### src/rtl/alu_sweep_driver.sv
// Self-checking stimulus master for a 2-bit-opcode ALU. It sweeps every
// {op, inA, inB} vector, checks the returned ans and reports pass/fail.
module alu_sweep_driver #(
   parameter int unsigned W    = 4,
   parameter int unsigned HOLD = 4
) (
   input  logic              clk,
   input  logic              reset,
   input  logic              start,
   output logic [W-1:0]      inA,
   output logic [W-1:0]      inB,
   output logic [1:0]        op,
   input  logic [W-1:0]      ans,
   output logic              busy,
   output logic              done,
   output logic              pass,
   output logic [15:0]       err_cnt,
   output logic              fail_valid,
   output logic [2+3*W-1:0]  fail_vec
);

   localparam int unsigned VW = 2*W + 2;
   localparam logic [7:0]  HOLD_LAST = 8'(HOLD - 1);

   typedef enum logic [1:0] {IDLE, RUN, DONE} state_t;

   state_t          state;
   logic [VW-1:0]   vec;
   logic [7:0]      hold_cnt;
   logic [W-1:0]    expected;
   logic            mismatch;
   logic [15:0]     err_next;

   // Vector index k = {op, inA, inB}; the ALU inputs come straight off this register.
   assign {op, inA, inB} = vec;

   always_comb begin
      expected = '0;
      case (op)
         2'b00: expected = inA + inB;
         2'b01: expected = inA - inB;
         2'b10: expected = inA & inB;
         2'b11: expected = inA | inB;
         default: expected = '0;
      endcase
   end

   assign mismatch = (ans != expected);
   assign err_next = (mismatch && (err_cnt != 16'hFFFF)) ? err_cnt + 16'd1 : err_cnt;

   always_ff @(posedge clk) begin
      if (reset) begin
         state      <= IDLE;
         vec        <= '0;
         hold_cnt   <= '0;
         busy       <= 1'b0;
         done       <= 1'b0;
         pass       <= 1'b0;
         err_cnt    <= '0;
         fail_valid <= 1'b0;
         fail_vec   <= '0;
      end else begin
         case (state)
            IDLE, DONE: begin
               if (start) begin
                  state      <= RUN;
                  vec        <= '0;
                  hold_cnt   <= '0;
                  busy       <= 1'b1;
                  done       <= 1'b0;
                  pass       <= 1'b0;
                  err_cnt    <= '0;
                  fail_valid <= 1'b0;
                  fail_vec   <= '0;
               end
            end
            RUN: begin
               if (hold_cnt == HOLD_LAST) begin
                  // Sample cycle: score this vector and advance on the same edge.
                  err_cnt  <= err_next;
                  hold_cnt <= '0;
                  if (mismatch && !fail_valid) begin
                     fail_valid <= 1'b1;
                     fail_vec   <= {op, inA, inB, ans};
                  end
                  if (vec == '1) begin
                     state <= DONE;
                     vec   <= '0;
                     busy  <= 1'b0;
                     done  <= 1'b1;
                     pass  <= (err_next == 16'd0);
                  end else begin
                     vec <= vec + 1'b1;
                  end
               end else begin
                  hold_cnt <= hold_cnt + 8'd1;
               end
            end
            default: state <= IDLE;
         endcase
      end
   end

endmodule

### config.mk
export PLATFORM = sky130hd
export DESIGN_NAME = alu_sweep_driver
export DESIGN_NICKNAME = d
export VERILOG_FILES = /design/src/rtl/alu_sweep_driver.sv
export SDC_FILE = /design/constraint.sdc
export NUM_CORES = 1
export LEC_CHECK = 0
export ABC_AREA = 1
export BUFFER_PORTS_ARGS = -buffer_cell sky130_fd_sc_hd__buf_4
export CAP_MARGIN = 25
export CORE_ASPECT_RATIO = 0.9
export CORE_MARGIN = 2
export CORE_UTILIZATION = 60
export CTS_BUF_LIST = sky130_fd_sc_hd__clkbuf_8
export CTS_CLUSTER_SIZE = 25
export DETAILED_ROUTE_END_ITERATION = 6
export PLACE_DENSITY = 0.84
export SETUP_SLACK_MARGIN = 0.5
export SLEW_MARGIN = 0
export SYNTH_ARGS = -nofsm -noshare
export SYNTH_HDL_FRONTEND = slang
export SYNTH_SLANG_ARGS = --single-unit
### constraint.sdc
create_clock -name clk -period 5 [get_ports clk]
set_input_delay 0.75 -clock clk [delete_from_list [all_inputs] [get_ports clk]]
set_output_delay 0.75 -clock clk [all_outputs]
set_load 0.005 [all_outputs]
Word level (Yosys, flattened, before mapping) --
Cells that the tools add are included.
Word-level totals: bits in read-only memories 0, memories kept 0, bits in registers 54, RAM bits 0, bits in latches 0, logic and storage cells 76
Operators by class: shift-type cells 0, div/mod/pow operators 0, eq/ne operators 13, reductions and logical operators 13, bitwise logic cells 2, multiply operators 0, $add $sub $neg 5, muxes and demuxes 34, $lt $le $gt $ge 0
Operators by type and width (count):
- 2-to-1 mux 16 bit | 3
- 2-to-1 mux 14 bit | 3
- case mux 16 bit (2 select lines) | 1
- 2-to-1 mux 10 bit | 3
- case mux 14 bit (2 select lines) | 1
- case mux 10 bit (2 select lines) | 1
- adder 16 x 1 -> 16 bit (second input constant) | 1
- logical NOT 16 bit | 1
- 2-to-1 mux 8 bit | 2
- != test 16 bit (second input constant) | 1
- case mux 4 bit (4 select lines) | 1
- case mux 8 bit (2 select lines) | 1
- adder 10 x 1 -> 10 bit (second input constant) | 1
- == test 10 bit (second input constant) | 1
- 2-to-1 mux 1 bit | 10
- adder 8 x 1 -> 8 bit (second input constant) | 1
- == test 8 x 2 -> 1 bit (second input constant) | 1
- != test 2 bit (second input constant) | 4
- case mux 1 bit (2 select lines) | 4
- AND reduction 4 bit | 2
- == test 2 bit (second input constant) | 3
- 2-to-1 mux 2 bit | 3
- AND reduction 3 bit | 2
- adder 4 bit | 1
- other kinds (12) | 15

Logic depth before layout (Yosys ltp) --
Gate-level depths: netlist of the first run.
word-level depth 9, depth in mapped cells 24

Worst setup path after synthesis of the first run --
No wires, ideal clock.
path kind register to register, start point reg vec[0], end point reg fail_vec[12], slack 2.167 ns, data arrival time 2.762 ns, setup time 0.070 ns, buffers on the path 1, period minus slack after synthesis 2.833 ns, stages on the path, launching flop included 20, path through dfxtp_1 inv_1 ha_1 nand2_1 o21ai_0 fa_1 inv_1 nand2_1 nand3_1 nand3_1 xnor2_1 nor2_4 nand3_4 nand2_1 nand2_2 nand2_4 nor2_4 buf_4 nand2_1 a21oi_1
Between the ends: longest elaborated chain between the ends 6, elaborated cells on any way between the ends 9, classes of those cells 2 x add/sub; 2 x eq/ne; 1 x mux; 2 x bitwise; 2 x reduce/logical
RTL lines:
- start, declared | line 28 | logic [VW-1:0] vec;
- start signal, assigned | line 93 | vec <= vec + 1'b1;
- subtractor 4 bit (tied with other cells) | line 41 | 2'b01: expected = inA - inB;
- case mux 4 bit (4 select lines) * | line 39 | case (op)
- != test 4 bit * | line 48 | assign mismatch = (ans != expected);
- logical AND 1 bit * | line 82 | if (mismatch && !fail_valid) begin
- != test 2 bit (no source line) *
- AND reduction 4 bit (no source line) *
- end signal, assigned | line 84 | fail_vec <= {op, inA, inB, ans};
- end, declared | line 19 | output logic [2+3*W-1:0] fail_vec
Mark *: on every way between the ends. The rest lies on a longest branch, timed or not. A chain may end at the register's enable or synchronous reset.

Worst setup path in the final report of the first run --
start point reg vec[0], end point reg fail_vec[5]
Same word-level chain as after synthesis.

==> results of run 1 <==
==> layout by cell type, fill, tap and decap left out, types with 3 or more instances in the layout <==
master / Yosys / routed
sky130_fd_sc_hd__a211oi_1: 4 / 4
sky130_fd_sc_hd__a21oi_1: 31 / 31
sky130_fd_sc_hd__buf_4: 2 / 50
sky130_fd_sc_hd__clkbuf_8: 0 / 6
sky130_fd_sc_hd__dfxtp_1: 54 / 54
sky130_fd_sc_hd__ha_1: 9 / 9
sky130_fd_sc_hd__inv_1: 53 / 53
sky130_fd_sc_hd__inv_2: 6 / 6
sky130_fd_sc_hd__nand2_1: 123 / 123
sky130_fd_sc_hd__nand3_1: 43 / 43
sky130_fd_sc_hd__nand3b_1: 3 / 3
sky130_fd_sc_hd__nand4_1: 6 / 6
sky130_fd_sc_hd__nor2_1: 38 / 38
sky130_fd_sc_hd__nor2_2: 4 / 4
sky130_fd_sc_hd__nor3_1: 11 / 11
sky130_fd_sc_hd__nor3b_1: 3 / 3
sky130_fd_sc_hd__nor4_1: 3 / 3
sky130_fd_sc_hd__o21ai_0: 20 / 20
sky130_fd_sc_hd__o21ai_1: 8 / 8
sky130_fd_sc_hd__o21ai_2: 3 / 3
sky130_fd_sc_hd__xor2_1: 15 / 15
==> cell type report <==
type	instances	area (um^2)
inverters	60	225
multi-input cells	343	1780
fillers	420	1320
clock buffers	6	82.6
well taps	65	81.3
clock inverters	2	17.5
repair buffers	50	375
flip-flops and latches	54	1080
==> worst min path at each step <==
stage | start | end | slack [ps] | cells past startpoint
after floorplan | done$_SDFFE_PP0P_ | done$_SDFFE_PP0P_ | 440 | 2
after global placement | done$_SDFFE_PP0P_ | done$_SDFFE_PP0P_ | 440 | 2
after detailed placement | done$_SDFFE_PP0P_ | done$_SDFFE_PP0P_ | 440 | 2
after CTS | done$_SDFFE_PP0P_ | done$_SDFFE_PP0P_ | 460 | 2
after global routing | done$_SDFFE_PP0P_ | done$_SDFFE_PP0P_ | 490 | 2
final | done$_SDFFE_PP0P_ | done$_SDFFE_PP0P_ | 460 | 2
==> flip-flops by register name, summed over array words and instances, names as in the netlist <==
| signal | count |
|---|---|
| vec | 10 |
| err_cnt | 16 |
| fail_vec | 14 |
| state | 2 |
| pass | 1 |
| busy | 1 |
| fail_valid | 1 |
| done | 1 |
| hold_cnt | 8 |
==> through the flow <==
step | cell area (um^2) | util, %
floorplan | 3150 | -
global route | 3640 | 73.5
detailed placement | 3540 | 71.4
CTS | 3640 | 73.5
global placement | 3540 | 71.4
finish | 3640 | 73.5
==> routing by layer <==
metal	vias to the layer above	track usage (%)	part of all wire, %
met3	9	5.20	6.6
li1	1604	-	-
met2	119	44.4	44
met5	-	0	0
met4	0	6.40	0.98
met1	1468	42.2	48
==> worst max-delay path: stages, from the launching register on <==
cell	delay, ps
sky130_fd_sc_hd__dfxtp_1	480
sky130_fd_sc_hd__inv_1	140
sky130_fd_sc_hd__ha_1	320
sky130_fd_sc_hd__nand2_1	60
sky130_fd_sc_hd__o21ai_0	150
sky130_fd_sc_hd__fa_1	450
sky130_fd_sc_hd__inv_1	70
sky130_fd_sc_hd__nand2_1	40
sky130_fd_sc_hd__nand3_1	70
sky130_fd_sc_hd__nand3_1	100
sky130_fd_sc_hd__xnor2_1	240
sky130_fd_sc_hd__nor2_4	60
sky130_fd_sc_hd__nand3_4	150
sky130_fd_sc_hd__nand2_1	80
sky130_fd_sc_hd__nand2_2	80
sky130_fd_sc_hd__nand2_4	130
sky130_fd_sc_hd__nor2_4	310
sky130_fd_sc_hd__nand2_1	160
sky130_fd_sc_hd__a21oi_1	150
==> report_power, final <==
part	switching [mW]	internal (mW)
logic	0.158	0.0785
registers	0.0141	0.443
clock network	0.154	0.115
total	0.327	0.636
==> logic make-up (layout without fill, tap and decap cells) <==
logic type	after synthesis	after routing	share of synthesized area (%)
AOI/OAI and AO/OA	71	71	12.3
xor gates and xnor gates	17	17	4.73
adders and majority gates	10	10	4.21
buffers and inverters	71	118	9.22
DFF	54	54	34.3
and+or+nand+nor	245	245	35.2
==> results.txt, run 1 <==
The number of levels in the clock H-tree is 2. The synthesized design contains 0 enable-type register cells. The number of nets at the end of the flow is 531.

The number of buffers on the longest clock path is 2. In this run, synthesis produced a sequential element count of 54. The synthesized netlist cell count came out at 468. The min-delay analysis places its worst path in the category flip-flop to flip-flop.

The total global routing track utilization came out at ~29%. The most numerous cell in the Yosys netlist is sky130_fd_sc_hd__nand2_1. The number of different library cells used by synthesis comes to 39. The number of top-level design ports came out at 51. The maximum net fanout on the critical path came out at 16.

Summed over all layers, the global routing overflow is 0. The critical path capture point is fail_vec[5]$_SDFFE_PP0P_. The endpoint identified for the worst register-to-register timing path is fail_vec[5]$_SDFFE_PP0P_.

Setup total negative slack on the finished layout was measured at 0 ps. The cell at the root of the clock tree is sky130_fd_sc_hd__clkbuf_8. Ranked by total cell area, the synthesized netlist is headed by sky130_fd_sc_hd__dfxtp_1 (34%), sky130_fd_sc_hd__nand2_1 (15%), sky130_fd_sc_hd__nand3_1 (6.8%). The pin count of the biggest net entering global routing came out at 24.

Each instance of the synthesized netlist takes up on average 6.73 um^2. The post-detailed-route count of antenna-violating nets is 0. The worst setup path is captured at a flip-flop. The number of placement rows came out at 24. The worst path meets setup with 1690 ps of slack. The worst endpoint required time is around 5300 ps. The per-cell routed wire length is 13.9 um. The share of cells above drive strength 1 came out at 15.7%. In this run the register-to-register setup slack is 1690 ps.

The number of global-route vias before repair came out at 2,862. The most critical setup path has its startpoint at vec[0]$_SDFFE_PP0P_. The tool flagged a number of max-cap violations equal to 0. The hold violation total from the final report came out at 0. The routed via count came out at 3,200.

For this design, the CTS-stage hold fixing added 0 buffers. The number of nets in the synthesized netlist is 485. The detailed-route vias per instance came out at 5.52. The initial antenna violation count came to 0.

The most used flip-flop cell after synthesis is sky130_fd_sc_hd__dfxtp_1. In the routed design, unresolved DRC markers number 0. The floorplan core area came out at about 0.005 mm^2.

Setup violations remaining at the end of the flow were counted as 0. The maximum ir drop on the vdd rail is ~0.00015 V. After layout, the minimum clock period comes to 3310 ps.

The first global-routing pass estimated 13,500 um of wire. Ranked by instance count, the synthesized netlist is headed by sky130_fd_sc_hd__nand2_1 (123), sky130_fd_sc_hd__dfxtp_1 (54), sky130_fd_sc_hd__inv_1 (53). The static leakage is 1.51 nW. Setup repair after global routing left no endpoint under its margin. sky130_fd_sc_hd__dfxtp_1 takes more of the synthesized area than any other cell. The setup path with the least slack is of type flip-flop to flip-flop. The placer's final routability congestion estimate came out at 0.923. The number of optimization iterations in the first detailed-route pass came out at 4. The area share of the leading cell type in the synthesized netlist is about a third. The number of I/O port buffers is 50. The path depth of the worst reg2reg path came out at 18. The chip width came out at approximately 80 um. The total chip power is 0.963 mW. The count of clock tree sinks is 54.

The share of synthesized registers carrying an async set or reset came out at 0%. The die is 72.7 um tall. The post-CTS setup buffer count came out at 0. The total detailed-routing wirelength came out at 8090 um. The flow ran to the end, and the final reports show no timing, DRC or antenna violations.

The netlist area before placement came out at 0.00315 mm^2. STA classifies the critical path startpoint as a flip-flop. The count of instances resized after the clock tree is built is 0.

Once placement completed, the tool counted placed cells totaling 572. The beginning of the worst register-to-register path is vec[0]$_SDFFE_PP0P_. The count of cells in the finished layout, fillers not included, comes to 580. Counting the buffers created by CTS gives 5.

TritonCTS built the clock tree. The number of synthesis warnings is 0. The normalized max-slew margin is 43.4%. The clock skew after layout is 10.7 ps.

The power per unit of standard cell area is 265 mW/mm^2. The clock transition at the registers of the reported paths is roughly 100 ps. Derived from the worst setup path, the maximum achievable clock frequency is 302 MHz.

The violation count after the first detailed-route iteration came out at between 200 and 300. For the worst-skew pair, the clock arrives at the later sink with an insertion delay of 310 ps. The die covers 0.00584 mm^2. The sequential area share after synthesis came out at 34.3%. The final max-slew violation count came out at 0. The area added between synthesis and finish came out at 15.6%. The pre-CTS worst setup slack is roughly 1700 ps. The arrival time of the worst setup path is 3550 ps. After layout, the worst path uses 66.2% of the clock period. The initial standard-cell utilization of the core came out at 63.5%. Across all hold checks on the routed design, the worst slack comes to 456 ps. 0 antenna diodes ended up in the layout.

The half-perimeter wire length after detailed placement is 5990 um. The transition time of the tightest slew-check pin came out at 846 ps.
Note: power is estimated with default switching activity, not from simulation.
==> run 2, diff against run 1 <==
Settings changed: CORE_UTILIZATION 60 to 53, PLACE_DENSITY 0.84 to 0.79.
Clock period 5 ns to 2.7 ns, I/O delays scaled along.
==> run 2 against run 1 <==
The run now ends with setup timing left. Count of clock-buffer cells in the layout is 1 lower. Global-route usage decreased by 2.9 points. Critical endpoint is now pass$_SDFFE_PP0P_. Sequential cell count unchanged. Sequential power increased by 85%. Register-to-register slack worse by 1800 ps. First-iteration DRC count up 34%. Critical path type unchanged. Largest cell class unchanged. Largest power group unchanged.
==> results.txt, run 2 (synthesized netlist as in run 1, its figures left out) <==
The run finished, with violations left. The checks that failed: setup timing. The initial standard-cell utilization of the core is 55.3% (-8.2 points). The number of top-level design ports was 51 (unchanged). The routing usage on met3 is 4.74% (-0.46 points). In the final layout, the registers with the most flip-flops are err_cnt x16, fail_vec x14, vec x10. The floorplan core area is 0.00569 mm^2 (+15%). The diode insertion count for antenna repair came out at 0 (unchanged). The initial antenna violation count came out at 0 (unchanged). The worst slack on hold paths is 353 ps (-103 ps).

The pin count of the biggest net entering global routing came out at 24 (unchanged). The number of nets at the end of the flow is 560 (+5.5%). The minimum clock period was 2770 ps (-537 ps). The worst endpoint required time is 2950 ps (-2300 ps). The worst setup path is captured at a flip-flop.

The arrival time of the worst setup path came out at 3020 ps (-530 ps). The half-perimeter wire length after detailed placement was 6450 um (+7.7%). The post-detailed-route count of antenna-violating nets came to 0 (unchanged). The per-cell routed wire length is 14.8 um (+6.4%). The number of placement rows was 26 (+8.3%). The routing usage on met2 came out at 38.7% (-5.7 points). The area added between synthesis and finish is 31.4%. The placer's final routability congestion estimate came to 1.01 (+9.3%).

The pre-CTS worst setup slack is -14.4 ps (-1760 ps). The share of cells above drive strength 1 was 30.4% (+15 points). In this run the worst hold path is classified as primary input to flip-flop. The area of the die came out at 0.00657 mm^2 (+13%). The maximum ir drop on the vdd rail is 0.000323 V (+110%). The wire length of the first global-routing pass was 14,000 um (+4.2%). The violation count after the first detailed-route iteration is 383 (+34%). The met1 global-route usage came out at 38.8% (-3.4 points).

The static leakage is 1.75 nW (+16%). The count of clock tree sinks came out at 54 (unchanged). The tree is rooted in a sky130_fd_sc_hd__clkbuf_8. The number of global-route vias before repair came out at 2,996 (+4.7%). The count of max-cap constraint violations is 0 (unchanged). The routed via count is 3,435 (+7.3%). The clock transition at the registers of the reported paths came out at 100 ps (about the same). Leaving out fill and tap cells, the most frequent cells in the layout are sky130_fd_sc_hd__nand2_1 (104), sky130_fd_sc_hd__buf_4 (73), sky130_fd_sc_hd__inv_1 (50), sky130_fd_sc_hd__dfxtp_1 (50), sky130_fd_sc_hd__nand3_1 (39). The achievable clock frequency came out at 361 MHz (+19%).

The vertical die dimension is 77.1 um (+6.1%). TritonCTS built the clock tree. The flip-flop count of the largest register after layout is 16 (unchanged). The normalized max-slew margin is 61.1% (+18 points). The total global routing track utilization is 25.9% (-2.9 points). The number of I/O port buffers is 50 (unchanged). The number of CTS-inserted buffers is 5 (unchanged). The power per unit of standard cell area is 459 mW/mm^2 (+74%).

The clock latency on the worst-skew pair is 310 ps (about the same). The number of levels in the clock H-tree came out at 2 (unchanged). The hold violation total from the final report is 0 (unchanged). The final max-slew violation count came out at 0 (unchanged). The number of remaining DRC errors is 0 (unchanged). The clock skew after layout came out at 12.3 ps (+1.58 ps). Setup repair after global routing could not meet its margin everywhere. The fraction of the cycle the final worst path needs was 103% (+36 points). The critical path in this run is classified as flip-flop to flip-flop. The detailed-route vias per instance came out at 5.60 (+1.6%).

The startpoint class of the critical path is a flip-flop. The final number of setup-violating endpoints is 8 (+8). The maximum net fanout on the critical path came out at 8 (-8). met1 is the most crowded layer. The total detailed-routing wirelength came out at 9100 um (+12%). The transition time of the tightest slew-check pin came out at 582 ps (-264 ps). The count of hold-fix buffers inserted at cts is 0 (unchanged). The final global-route overflow total is 0 (unchanged). The number of buffers on the longest clock path came out at 2 (unchanged). The leading cell type in the layout, fill and taps excluded is sky130_fd_sc_hd__nand2_1. The post-route worst setup slack came out at -72.0 ps (-1760 ps). The chip width came out at 85.2 um (+6.1%). Ranked by flip-flop count, first place goes to err_cnt. The number of optimization iterations in the first detailed-route pass came out at 6 (+2).
==> run 2: path summary, 6_finish.rpt <==
check	from	to	slack (ps)	cells past startpoint
worst max-delay path	vec[0]$_SDFFE_PP0P_	pass$_SDFFE_PP0P_	-70	21
worst min-delay path	ans[1]	fail_vec[1]$_SDFFE_PP0P_	350	3
worst max register to register	vec[0]$_SDFFE_PP0P_	pass$_SDFFE_PP0P_	-70	21
worst min register to register	done$_SDFFE_PP0P_	done$_SDFFE_PP0P_	460	2
==> run 2: worst max-delay path: stages, from the launching register on <==
cell and delay, ps:
sky130_fd_sc_hd__dfxtp_4 370, sky130_fd_sc_hd__inv_4 40, sky130_fd_sc_hd__ha_4 150, sky130_fd_sc_hd__a21oi_2 130, sky130_fd_sc_hd__xor2_1 190, sky130_fd_sc_hd__ha_1 300, sky130_fd_sc_hd__nand2_1 80, sky130_fd_sc_hd__nor2_1 40
sky130_fd_sc_hd__nor2_2 120, sky130_fd_sc_hd__nand3_1 120, sky130_fd_sc_hd__nand3_2 110, sky130_fd_sc_hd__nand2_2 60, sky130_fd_sc_hd__nand2_2 90, sky130_fd_sc_hd__nand3_4 130, sky130_fd_sc_hd__buf_6 160, sky130_fd_sc_hd__nand3b_1 110
sky130_fd_sc_hd__nand2_1 100, sky130_fd_sc_hd__nor2_1 120, sky130_fd_sc_hd__nand2_1 60, sky130_fd_sc_hd__nor2_1 90, sky130_fd_sc_hd__nand3_1 90, sky130_fd_sc_hd__nand2_1 60
==> run 2: through the flow <==
| step | std cells | area, um^2 | TNS, ps | power [mW] | util (%) |
|---|---|---|---|---|---|
| final | 613 | 4140 | -239 | 1.90 | 72.7 |
| after floorplan | 468 | 3210 | 0 | 1.24 | - |
| after CTS | 611 | 3940 | 0 | 1.84 | 69.2 |
| after global routing | 613 | 4140 | -3220 | 1.99 | 72.7 |
| after detailed placement | 597 | 3750 | -14.4 | 1.36 | 65.9 |
| after global placement | 597 | 3750 | 0 | 1.35 | 65.9 |
==> run 2: cell type report <==
class,instances,area (um^2)
fillers,455,1560
clock buffers,5,68.8
flip-flops and latches,54,1090
clock inverters,2,13.8
well taps,70,87.6
inverters,60,233
multi-input cells,343,2000
repair buffers,79,638
==> run 2: power breakdown <==
group          internal, mW  switching [mW]
Sequential            0.823          0.0219
Combinational         0.246           0.368
Clock                 0.179           0.263
Total                  1.25           0.653
==> run 2: metal layers <==
layer  vias up  part of all wire, %
met5         -                    0
met4         0                 0.90
met3        11                  7.4
met2       148                   46
met1      1606                   46
li1       1670                    -
==> run 2: timing repair <==
action / in CTS / in global routing
setup endpoints to repair: 39 / 42
pin swaps: 7 / 7
cloned: 0 / 1
buffers inserted: 7 / 1
resized for setup: 14 / 48
==> run 3, diff against run 2 <==
Settings changed: REMOVE_ABC_BUFFERS set to 1.
==> run 3 against run 2 <==
The flow still finishes with violations (setup timing). Critical path depth up 2. Via count up 9.1%. Setup slack worse by 67 ps. Core utilization rose by 6.2 points. Maximum frequency decreased by 2.4%. Critical path type unchanged. Largest power group unchanged. Highest routed layer unchanged.
==> results.txt, run 3 (synthesized netlist as in run 1, its figures left out) <==
The per-cell routed wire length came out at 17.2 um (+16%). The final max-slew violation count was 0 (unchanged). The number of global-route vias before repair is 3,346 (+12%). The post-route worst setup slack came out at -139 ps (-67.3 ps). The total global routing track utilization is 28.0% (+2.2 points). The final number of setup-violating endpoints came out at 18 (+10). The clock latency on the worst-skew pair is 310 ps (about the same). The post-detailed-route count of antenna-violating nets is 0 (unchanged).

The number of levels in the clock H-tree is 2 (unchanged). The share of cells above drive strength 1 is 36.8% (+6.4 points). The number of optimization iterations in the first detailed-route pass is 5 (-1). The number of nets at the end of the flow came out at 573 (+2.3%).

The clock group share of total power came out at 25.5% (+2.3 points). Leaving out fill and tap cells, the most frequent cell in the layout is sky130_fd_sc_hd__nand2_1. The floorplan core area is 0.00569 mm^2 (unchanged). The worst setup path is captured at a flip-flop. The relative contribution of sequential cells to total power is 39.1% (-5.4 points). Setup repair after global routing could not meet its margin everywhere. The number of top-level design ports came out at 51 (unchanged). The routed via count came out at 3,749 (+9.1%). The number of placement rows was 26 (unchanged). The TritonCTS clock tree is yes.

The fraction of the cycle the final worst path needs is 105% (+2.5 points). The hold violation total from the final report came to 0 (unchanged). The half-perimeter wire length after detailed placement is 6260 um (-3.0%). The pin count of the biggest net entering global routing is 24 (unchanged).

The clock transition at the registers of the reported paths is 100 ps (about the same). The final global-route overflow total is 0 (unchanged). The internal portion of total power came to 1.41 mW (+13%). The flip-flop count of the largest register after layout came out at 16 (unchanged).

The final standard cell count with taps included and fillers excluded is 627 (+2.3%). The count of clock tree sinks is 54 (unchanged). The final reports fail on setup timing. The share of power burned in combinational logic is 35.5% (+3.2 points).

The internal reg-to-reg setup slack came out at -140 ps (-70 ps). The number of buffers on the longest clock path is 2 (unchanged). The critical path is of the flip-flop to flip-flop type. The register with the most flip-flops in the final layout is err_cnt. The number of CTS-inserted buffers came out at 5 (unchanged). The number of remaining DRC errors is 0 (unchanged). The number of placed instances with taps included is 601 (+0.67%). The achievable clock frequency is 352 MHz (-2.4%). The area of the die came out at 0.00657 mm^2 (unchanged).

The static leakage is 1.99 nW (+14%). The worst hold path belongs to the class primary input to flip-flop. The placer's final routability congestion estimate is 0.935 (-7.2%). The normalized max-slew margin came out at 46.3% (-15 points).

The pre-CTS worst setup slack came to -171 ps (-157 ps). The number of I/O port buffers came out at 50 (unchanged). The count of hold-fix buffers inserted at cts came to 0 (unchanged). The worst endpoint required time came out at 2950 ps (about the same). The power per unit of standard cell area came out at 482 mW/mm^2 (+4.9%). The transition time of the tightest slew-check pin is 805 ps (+223 ps). The switching power was 0.748 mW (+15%). The initial standard-cell utilization of the core is 55.3% (unchanged). The startpoint class of the critical path is a flip-flop. CTS placed an instance of sky130_fd_sc_hd__clkbuf_8 at the clock tree root. The top cell types in the final layout, fill and taps aside, are sky130_fd_sc_hd__nand2_1 (89), sky130_fd_sc_hd__buf_4 (78), sky130_fd_sc_hd__inv_1 (51), sky130_fd_sc_hd__dfxtp_1 (51), sky130_fd_sc_hd__nand3_1 (36). The violation count after the first detailed-route iteration came out at 371 (-3.1%).

The vertical die dimension came to 77.1 um (unchanged). The minimum clock period is 2840 ps (+67.3 ps). The maximum net fanout on the critical path is 6 (-2). The wire length of the first global-routing pass came out at 15,300 um (+8.8%). The switching power share of the total came out at 34.6% (+0.26 points).

The initial antenna violation count is 0 (unchanged). The largest registers in the layout are err_cnt x16, fail_vec x14, vec x10. The total detailed-routing wirelength came out at 10,800 um (+18%). The clock skew after layout came out at 11.7 ps (-0.594 ps). The diode insertion count for antenna repair came out at 0 (unchanged). The maximum ir drop on the vdd rail is 0.000439 V (+36%).

The chip width was 85.2 um (unchanged). The detailed-route vias per instance is 5.98 (+6.7%). The count of max-cap constraint violations is 0 (unchanged). The arrival time of the worst setup path is 3090 ps (+70 ps).

The run finished, with violations left. Relative to the synthesized area, the layout overhead comes to 42.6%.
==> run 3: worst paths after layout <==
path | startpoint | cells after the start | to
max reg2reg | vec[0]$_SDFFE_PP0P_ | 23 | fail_vec[11]$_SDFFE_PP0P_
min | ans[0] | 3 | fail_vec[0]$_SDFFE_PP0P_
min reg2reg | done$_SDFFE_PP0P_ | 2 | done$_SDFFE_PP0P_
max | vec[0]$_SDFFE_PP0P_ | 23 | fail_vec[11]$_SDFFE_PP0P_
==> run 3: metrics by stage <==
stage / TNS (ps) / total power [mW] / instance area, um^2 / utilization [%] / hold slack (ps)
finish: -1360 / 2.16 / 4490 / 78.8 / 363
global route: -3520 / 2.24 / 4490 / 78.8 / 361
CTS: 0 / 1.99 / 4120 / 72.3 / 357
detailed placement: -1970 / 1.33 / 3730 / 65.5 / 441
global placement: 0 / 1.32 / 3730 / 65.5 / 434
floorplan: -2050 / 1.17 / 3080 / - / 442
==> run 3: power groups by stage <==
stage                     registers (mW)  logic, mW  clock network [mW]
after floorplan                    0.861      0.312                   0
after global placement             0.857      0.459                   0
after detailed placement           0.859      0.472                   0
after CTS                          0.842      0.597               0.554
after global routing               0.847      0.809               0.584
final                              0.845      0.767               0.551
==> run 3: final cells by class <==
class	instances	area, um^2
Clock inverter	3	41.3
Inverter	60	228
Timing Repair Buffer	89	772
Fill cell	352	1200
Sequential cell	54	1080
Clock buffer	5	68.8
Multi-Input combinational cell	346	2210
Tap cell	70	87.6
==> run 3: worst max-delay path: stages (launching register included) <==
cell,delay [ps]
sky130_fd_sc_hd__dfxtp_2,350
sky130_fd_sc_hd__inv_2,50
sky130_fd_sc_hd__ha_4,150
sky130_fd_sc_hd__a21oi_2,110
sky130_fd_sc_hd__xor2_1,190
sky130_fd_sc_hd__ha_1,290
sky130_fd_sc_hd__nand2_1,70
sky130_fd_sc_hd__nand2_1,60
sky130_fd_sc_hd__nor2_2,160
sky130_fd_sc_hd__inv_1,60
sky130_fd_sc_hd__nand2_1,80
sky130_fd_sc_hd__nand3_2,80
sky130_fd_sc_hd__nand2_1,80
sky130_fd_sc_hd__nand2_2,60
sky130_fd_sc_hd__nand3_4,90
sky130_fd_sc_hd__buf_6,100
sky130_fd_sc_hd__nand2_2,40
sky130_fd_sc_hd__nand2_2,70
sky130_fd_sc_hd__nand2_4,60
sky130_fd_sc_hd__nor2_4,170
sky130_fd_sc_hd__buf_6,130
sky130_fd_sc_hd__buf_12,130
sky130_fd_sc_hd__nand2_4,50
sky130_fd_sc_hd__a21oi_2,130
==> run 3: what timing repair did <==
| item | CTS | global route |
|---|---|---|
| buffers inserted | 8 | 5 |
| setup endpoints to repair | 41 | 46 |
| pin swaps | 21 | 39 |
| gates cloned | 4 | 1 |
| hold endpoints to repair | 0 | 0 |
| resized for setup | 39 | 91 |
==> run 3: layer usage <==
| metal | vias up | wire (um) | part of all wire (%) | GRT usage (%) |
|---|---|---|---|---|
| li1 | 1697 | - | - | - |
| met1 | 1764 | 4250 | 40 | 38.5 |
| met3 | 55 | 928 | 8.6 | 4.41 |
| met5 | - | 0 | 0 | 0 |
| met2 | 233 | 5240 | 49 | 45.0 |
| met4 | 0 | 337 | 3.1 | 8.89 |
